<file path="config.mk">
export PLATFORM = sky130hd
export DESIGN_NAME = except_pipe_tracker
export DESIGN_NICKNAME = d
export VERILOG_FILES = /design/src/rtl/except_pipe_tracker.sv
export SDC_FILE = /design/constraint.sdc
export NUM_CORES = 2
export LEC_CHECK = 0
export CAP_MARGIN = 40
export CORE_AREA = 5 5 275 277
export CTS_CLUSTER_DIAMETER = 40
export DETAILED_ROUTE_END_ITERATION = 8
export DIE_AREA = 0 0 280 282
export GPL_TIMING_DRIVEN = 0
export HOLD_SLACK_MARGIN = 0.08
export PLACE_DENSITY = 0.66
export SYNTH_ARGS = -nofsm -noshare
export SYNTH_HDL_FRONTEND = slang
export SYNTH_SLANG_ARGS = --single-unit
</file>
<file path="constraint.sdc">
create_clock -name clk -period 1.5 [get_ports clk]
set_input_delay 0.3 -clock clk [delete_from_list [all_inputs] [get_ports clk]]
set_output_delay 0.3 -clock clk [all_outputs]
set_load 0.02 [all_outputs]
</file>
<file path="src/rtl/except_pipe_tracker.sv">
`default_nettype none
// ============================================================================
// Module   : except_pipe_tracker
// Brief    : Picks one exception cause per instruction, carries it through
//            DEPTH stages to commit, then holds a valid/ready trap request.
//            Build option: EXC_TVAL_INST_EN puts the instruction word in the
//            tval of an illegal-instruction trap.
// Revision : 1.0 - initial release
// ============================================================================
module except_pipe_tracker #(
  parameter int XLEN  = 64,
  parameter int NSRC  = 2,
  parameter int DEPTH = 3
) (
  input  logic                 clk,
  input  logic                 rst,
  input  logic                 stall_i,
  input  logic                 flush_i,
  input  logic                 in_valid_i,
  input  logic [XLEN-1:0]      pc_i,
  input  logic [31:0]          inst_i,
  input  logic [1:0]           priv_i,
  input  logic [NSRC-1:0]      src_vld_i,
  input  logic [NSRC*XLEN-1:0] src_cause_i,
  input  logic [NSRC*XLEN-1:0] src_tval_i,
  input  logic                 illegal_i,
  input  logic                 ebreak_i,
  input  logic                 ecall_i,
  input  logic                 trap_ready_i,
  output logic                 trap_valid_o,
  output logic [XLEN-1:0]      trap_epc_o,
  output logic [XLEN-1:0]      trap_cause_o,
  output logic [XLEN-1:0]      trap_tval_o,
  output logic                 kill_o,
  output logic                 busy_o
);

  typedef enum logic [0:0] {ST_RUN = 1'b0, ST_TRAP = 1'b1} state_t;

  state_t           state_q, state_d;
  logic [DEPTH-1:0] valid_q, valid_d, exc_q, exc_d;
  logic [XLEN-1:0]  epc_q   [DEPTH];
  logic [XLEN-1:0]  epc_d   [DEPTH];
  logic [XLEN-1:0]  cause_q [DEPTH];
  logic [XLEN-1:0]  cause_d [DEPTH];
  logic [XLEN-1:0]  tval_q  [DEPTH];
  logic [XLEN-1:0]  tval_d  [DEPTH];
  logic             trap_valid_q, trap_valid_d, kill_q, kill_d;
  logic [XLEN-1:0]  trap_epc_q, trap_epc_d, trap_cause_q, trap_cause_d;
  logic [XLEN-1:0]  trap_tval_q, trap_tval_d;

  logic             sel_exc;
  logic [XLEN-1:0]  sel_cause, sel_tval, ill_tval;
  logic             head_exc;

`ifdef EXC_TVAL_INST_EN
  assign ill_tval = XLEN'(inst_i);
`else
  logic unused_inst;
  assign unused_inst = ^inst_i;
  assign ill_tval    = '0;
`endif

  // Lowest-priority sources are applied first so higher ones overwrite them.
  always_comb begin
    sel_exc   = 1'b0;
    sel_cause = '0;
    sel_tval  = '0;
    if (in_valid_i) begin
      if (ecall_i) begin
        sel_exc   = 1'b1;
        sel_cause = XLEN'(4'd8 + {2'b00, priv_i});
        sel_tval  = '0;
      end
      if (ebreak_i) begin
        sel_exc   = 1'b1;
        sel_cause = XLEN'(3);
        sel_tval  = '0;
      end
      if (illegal_i) begin
        sel_exc   = 1'b1;
        sel_cause = XLEN'(2);
        sel_tval  = ill_tval;
      end
      for (int i = NSRC - 1; i >= 0; i--) begin
        if (src_vld_i[i]) begin
          sel_exc   = 1'b1;
          sel_cause = src_cause_i[i*XLEN +: XLEN];
          sel_tval  = src_tval_i[i*XLEN +: XLEN];
        end
      end
    end
  end

  assign head_exc = valid_q[DEPTH-1] & exc_q[DEPTH-1];

  always_comb begin
    state_d      = state_q;
    valid_d      = valid_q;
    exc_d        = exc_q;
    epc_d        = epc_q;
    cause_d      = cause_q;
    tval_d       = tval_q;
    trap_valid_d = trap_valid_q;
    kill_d       = kill_q;
    trap_epc_d   = trap_epc_q;
    trap_cause_d = trap_cause_q;
    trap_tval_d  = trap_tval_q;
    case (state_q)
      ST_RUN: begin
        if (flush_i) begin
          valid_d = '0;
          exc_d   = '0;
        end else if (head_exc) begin
          // The oldest exception has committed; freeze the pipe behind it.
          state_d      = ST_TRAP;
          trap_valid_d = 1'b1;
          kill_d       = 1'b1;
          trap_epc_d   = epc_q[DEPTH-1];
          trap_cause_d = cause_q[DEPTH-1];
          trap_tval_d  = tval_q[DEPTH-1];
        end else if (!stall_i) begin
          valid_d[0] = in_valid_i;
          exc_d[0]   = sel_exc;
          epc_d[0]   = pc_i;
          cause_d[0] = sel_cause;
          tval_d[0]  = sel_tval;
          for (int k = 1; k < DEPTH; k++) begin
            valid_d[k] = valid_q[k-1];
            exc_d[k]   = exc_q[k-1];
            epc_d[k]   = epc_q[k-1];
            cause_d[k] = cause_q[k-1];
            tval_d[k]  = tval_q[k-1];
          end
        end
      end
      ST_TRAP: begin
        if (trap_valid_q && trap_ready_i) begin
          state_d      = ST_RUN;
          valid_d      = '0;
          exc_d        = '0;
          trap_valid_d = 1'b0;
          kill_d       = 1'b0;
        end
      end
      default: state_d = ST_RUN;
    endcase
  end

  always_ff @(posedge clk) begin
    if (rst) begin
      state_q      <= ST_RUN;
      valid_q      <= '0;
      exc_q        <= '0;
      for (int k = 0; k < DEPTH; k++) begin
        epc_q[k]   <= '0;
        cause_q[k] <= '0;
        tval_q[k]  <= '0;
      end
      trap_valid_q <= 1'b0;
      kill_q       <= 1'b0;
      trap_epc_q   <= '0;
      trap_cause_q <= '0;
      trap_tval_q  <= '0;
    end else begin
      state_q      <= state_d;
      valid_q      <= valid_d;
      exc_q        <= exc_d;
      epc_q        <= epc_d;
      cause_q      <= cause_d;
      tval_q       <= tval_d;
      trap_valid_q <= trap_valid_d;
      kill_q       <= kill_d;
      trap_epc_q   <= trap_epc_d;
      trap_cause_q <= trap_cause_d;
      trap_tval_q  <= trap_tval_d;
    end
  end

  assign trap_valid_o = trap_valid_q;
  assign trap_epc_o   = trap_epc_q;
  assign trap_cause_o = trap_cause_q;
  assign trap_tval_o  = trap_tval_q;
  assign kill_o       = kill_q;
  assign busy_o       = |(valid_q & exc_q);

endmodule
`default_nettype wire

</file>
==> key figures <==
Global routing
  – Vias in the first global route: 26645
  – Largest net degree at the start of global routing: 15
  – Antenna violations before repair: 8
  – First-pass GRT wire length: 153300 um
  – Global route overflow: 0
  – GRT Util Overall: 24.72%

STA
  – Worst slew pin tran: 925.4 ps
  – Post-layout worst setup margin: -630.8 ps
  – Clock skew: 28.57 ps
  – Tmin final: 2131 ps
  – Setup TNS Final: -219900 ps
  – Final setup violation count: 779
  – Final hold slack: 200.2 ps
  – Slew Limit Fails: 0
  – Fmax: 469.3 MHz
  – RSZ-0062 raised after global routing: yes
  – Final clock period utilization by the worst path: 142.1%
  – Final Hold Vio Count: 0
  – Slew headroom: 38.30%

Pwr
  – Net Sw Frac: 24.37%
  – VDD IR max: 0.0009525 V
  – Combinational Power Share: 9.4%
  – Clk pwr share: 50.8%
  – Seq pwr share: 39.8%
  – Internal: 0.03994 W
  – Psw: 0.01287 W
  – Pleak: 17.78 nW
  – Power density over the cells: 1132 nW/um2

Setup path
  – CP Class: flop to output pin
  – Reg2reg path depth: 7
  – Crit path DAT: 1830 ps
  – Required time of the critical path: 1200 ps
  – Critical Path Source: exc_q[2]
  – Setup crit end kind: output pin
  – Reg2reg start: valid_q[2]
  – Crit path launch type: flop
  – Worst Setup EP: busy_o
  – CP max FO: 5
  – Register-to-register setup slack: -510 ps
  – Worst R2R End: cause_q[139]

Placement
  – Port-buffer cells: 526
  – Placer congestion estimate: 0.8444
  – Post-Place Worst Slack: -1483 ps
  – Cell Count Post-Placement: 5179
  – Placed Area: 35710 um2
  – Post-DP HPWL: 75220 um

Synth
  – Seq/Total Area, Yosys: 53.96%
  – Top-count cell post-synth: nand2_1
  – Largest area contributor in the netlist: dfxtp_1
  – Async S/R FF share, synth: 0%
  – Post-synth EDFFs: 0
  – Yosys warns: 0
  – #FFs+latches synth: 776
  – Post-Synthesis Cells: 3683
  – Post-Syn Nets: 4048
  – Cell variety after synth: 33
  – Synth top cells by count: nand2_1, dfxtp_1, a21oi_1
  – Area contributors post-synth: dfxtp_1, nand2_1, a21oi_1
  – Avg Inst Size Synth: 7.817 um2
  – Ys flop type: dfxtp_1
  – Synth top area share: 53.96%
  – Mapped cell area: 28790 um2

Outcome
  – Failing checks: setup timing
  – Outcome: complete, but fails checks

Floorplan
  – Core region area: 72590 um2
  – Initial Util: 39.66%
  – Die X-Extent: 280 um
  – IO Count: 560
  – Row count: 99
  – Die H: 282 um
  – Full die area: 78960 um2

Finish
  – Area Growth Syn to Fin: 62.07%
  – Final instance area: 46660 um2
  – Share of layout cells above drive strength 1: 32.81%
  – Final Non-Filler Cells: 5521
  – Nets: 4827

Worst hold path
  – Class of the worst hold path: input port to flop
  – Hold_sp: pc_i[59]

Route
  – M1 WL: 48040 um
  – Met2 WL: 58890 um
  – DR vias: 29404
  – Residual DRC: 0
  – Antenna viol nets, final: 0
  – DR WL met3: 7960 um
  – Pre-antenna DRT Iters: 5
  – Final WL: 118600 um
  – Top Layer Used: met5
  – DR vias/cell: 5.326
  – DR iter-0 viols: 2054
  – Wire length per cell: 21.48 um

Clock network
  – Max clock buf depth: 3
  – CTS Hold Bufs: 0
  – Cts bufs inserted: 104
  – Clock latency on the worst-skew pair: 670 ps
  – H-tree depth: 3
  – CTS tree: built
  – CTS Sinks: 776
  – Clk slew on worst S/H paths: 60 ps
  – CTS root buffer: clkbuf_16

Run
  – Max cap viols: 0
==> layout by cell type (no fill, tap or decap), types with 14 or more instances in the layout <==
cell	instances
a21oi_2	341
nand2_2	101
buf_6	52
buf_8	66
dfxtp_2	20
dfxtp_1	749
clkbuf_1	118
a211o_1	124
a21oi_1	427
clkdlybuf4s50_1	331
clkinvlp_4	14
clkbuf_8	15
clkbuf_2	105
buf_2	62
nand3b_1	125
buf_16	18
clkbuf_16	175
buf_4	103
buf_12	51
nand2_4	283
nand2_1	1153
bufinv_16	17
==> per-stage QoR <==
stage	utilization [%]	power (W)
2_1_floorplan	-	0.02286
3_3_place_gp	48.98	0.02454
3_5_place_dp	49.20	0.02458
4_1_cts	56.34	0.05130
5_1_grt	64.27	0.05410
6_report	64.28	0.05281
==> layout make-up <==
cell class / instances / area, um2
Inverter: 7 / 28.78
Clock buffer: 127 / 2853
Buffer: 309 / 2803
Multi-Input combinational cell: 2586 / 15630
Fill cell: 5792 / 25930
Tap cell: 959 / 1200
Antenna cell: 9 / 22.52
Sequential cell: 776 / 15590
Timing Repair Buffer: 678 / 7564
Clock inverter: 70 / 970.9
==> worst min-delay path by stage <==
stage | endpoint | depth (start not counted) | slack [ps]
after detailed placement | trap_tval_o[5] | 2 | 440
final | epc_q[187] | 3 | 200
after floorplan | cause_q[64] | 2 | 430
after global placement | tval_q[24] | 2 | 440
after CTS | epc_q[151] | 3 | 160
after global routing | epc_q[187] | 3 | 200
==> cell families after synthesis <==
kind of cell	after synthesis	synth area share (%)
and+or+nand+nor	1675	23.58
AOI/OAI and AO/OA	911	17.74
DFF	776	53.96
buffers and inverters	321	4.720
==> power by group through the flow <==
| stage | Sequential (W) | Combinational, W | Clock (W) |
|---|---|---|---|
| floorplan | 0.0214 | 0.00147 | 0 |
| detailed placement | 0.0214 | 0.00316 | 0 |
| finish | 0.0210 | 0.00494 | 0.0268 |
| global placement | 0.0214 | 0.00312 | 0 |
| global route | 0.0211 | 0.00516 | 0.0279 |
| CTS | 0.0210 | 0.00350 | 0.0268 |
==> metal layers <==
| metal | GRT usage, % | up-vias |
|---|---|---|
| met2 | 42.60 | 1080 |
| met3 | 4.554 | 211 |
| li1 | - | 13779 |
| met1 | 32.05 | 14332 |
| met5 | 0 | - |
| met4 | 6.712 | 2 |
==> critical path, stage by stage (launching register included) <==
cell and delay [ps]:
dfxtp_4 360, a222oi_1 420, inv_1 220, buf_6 190
==> registers in the layout (all words and copies together) (netlist names) <==
register and flops:
trap_cause_o 64, valid_q 3, trap_epc_o 64, kill_o 1, epc_q 192, exc_q 3, state_q 1, tval_q 192
trap_tval_o 64, cause_q 192
==> repair_timing <==
| item | 4_1_cts | 5_1_grt |
|---|---|---|
| buffers inserted | 14 | 48 |
| setup endpoints to repair | 971 | 950 |
| endpoints found under the hold margin | 0 | 0 |
| pin swaps | 53 | 459 |
| resized for setup | 369 | 1910 |
| gates cloned | 21 | 64 |
(Power assumes the default switching activity.)
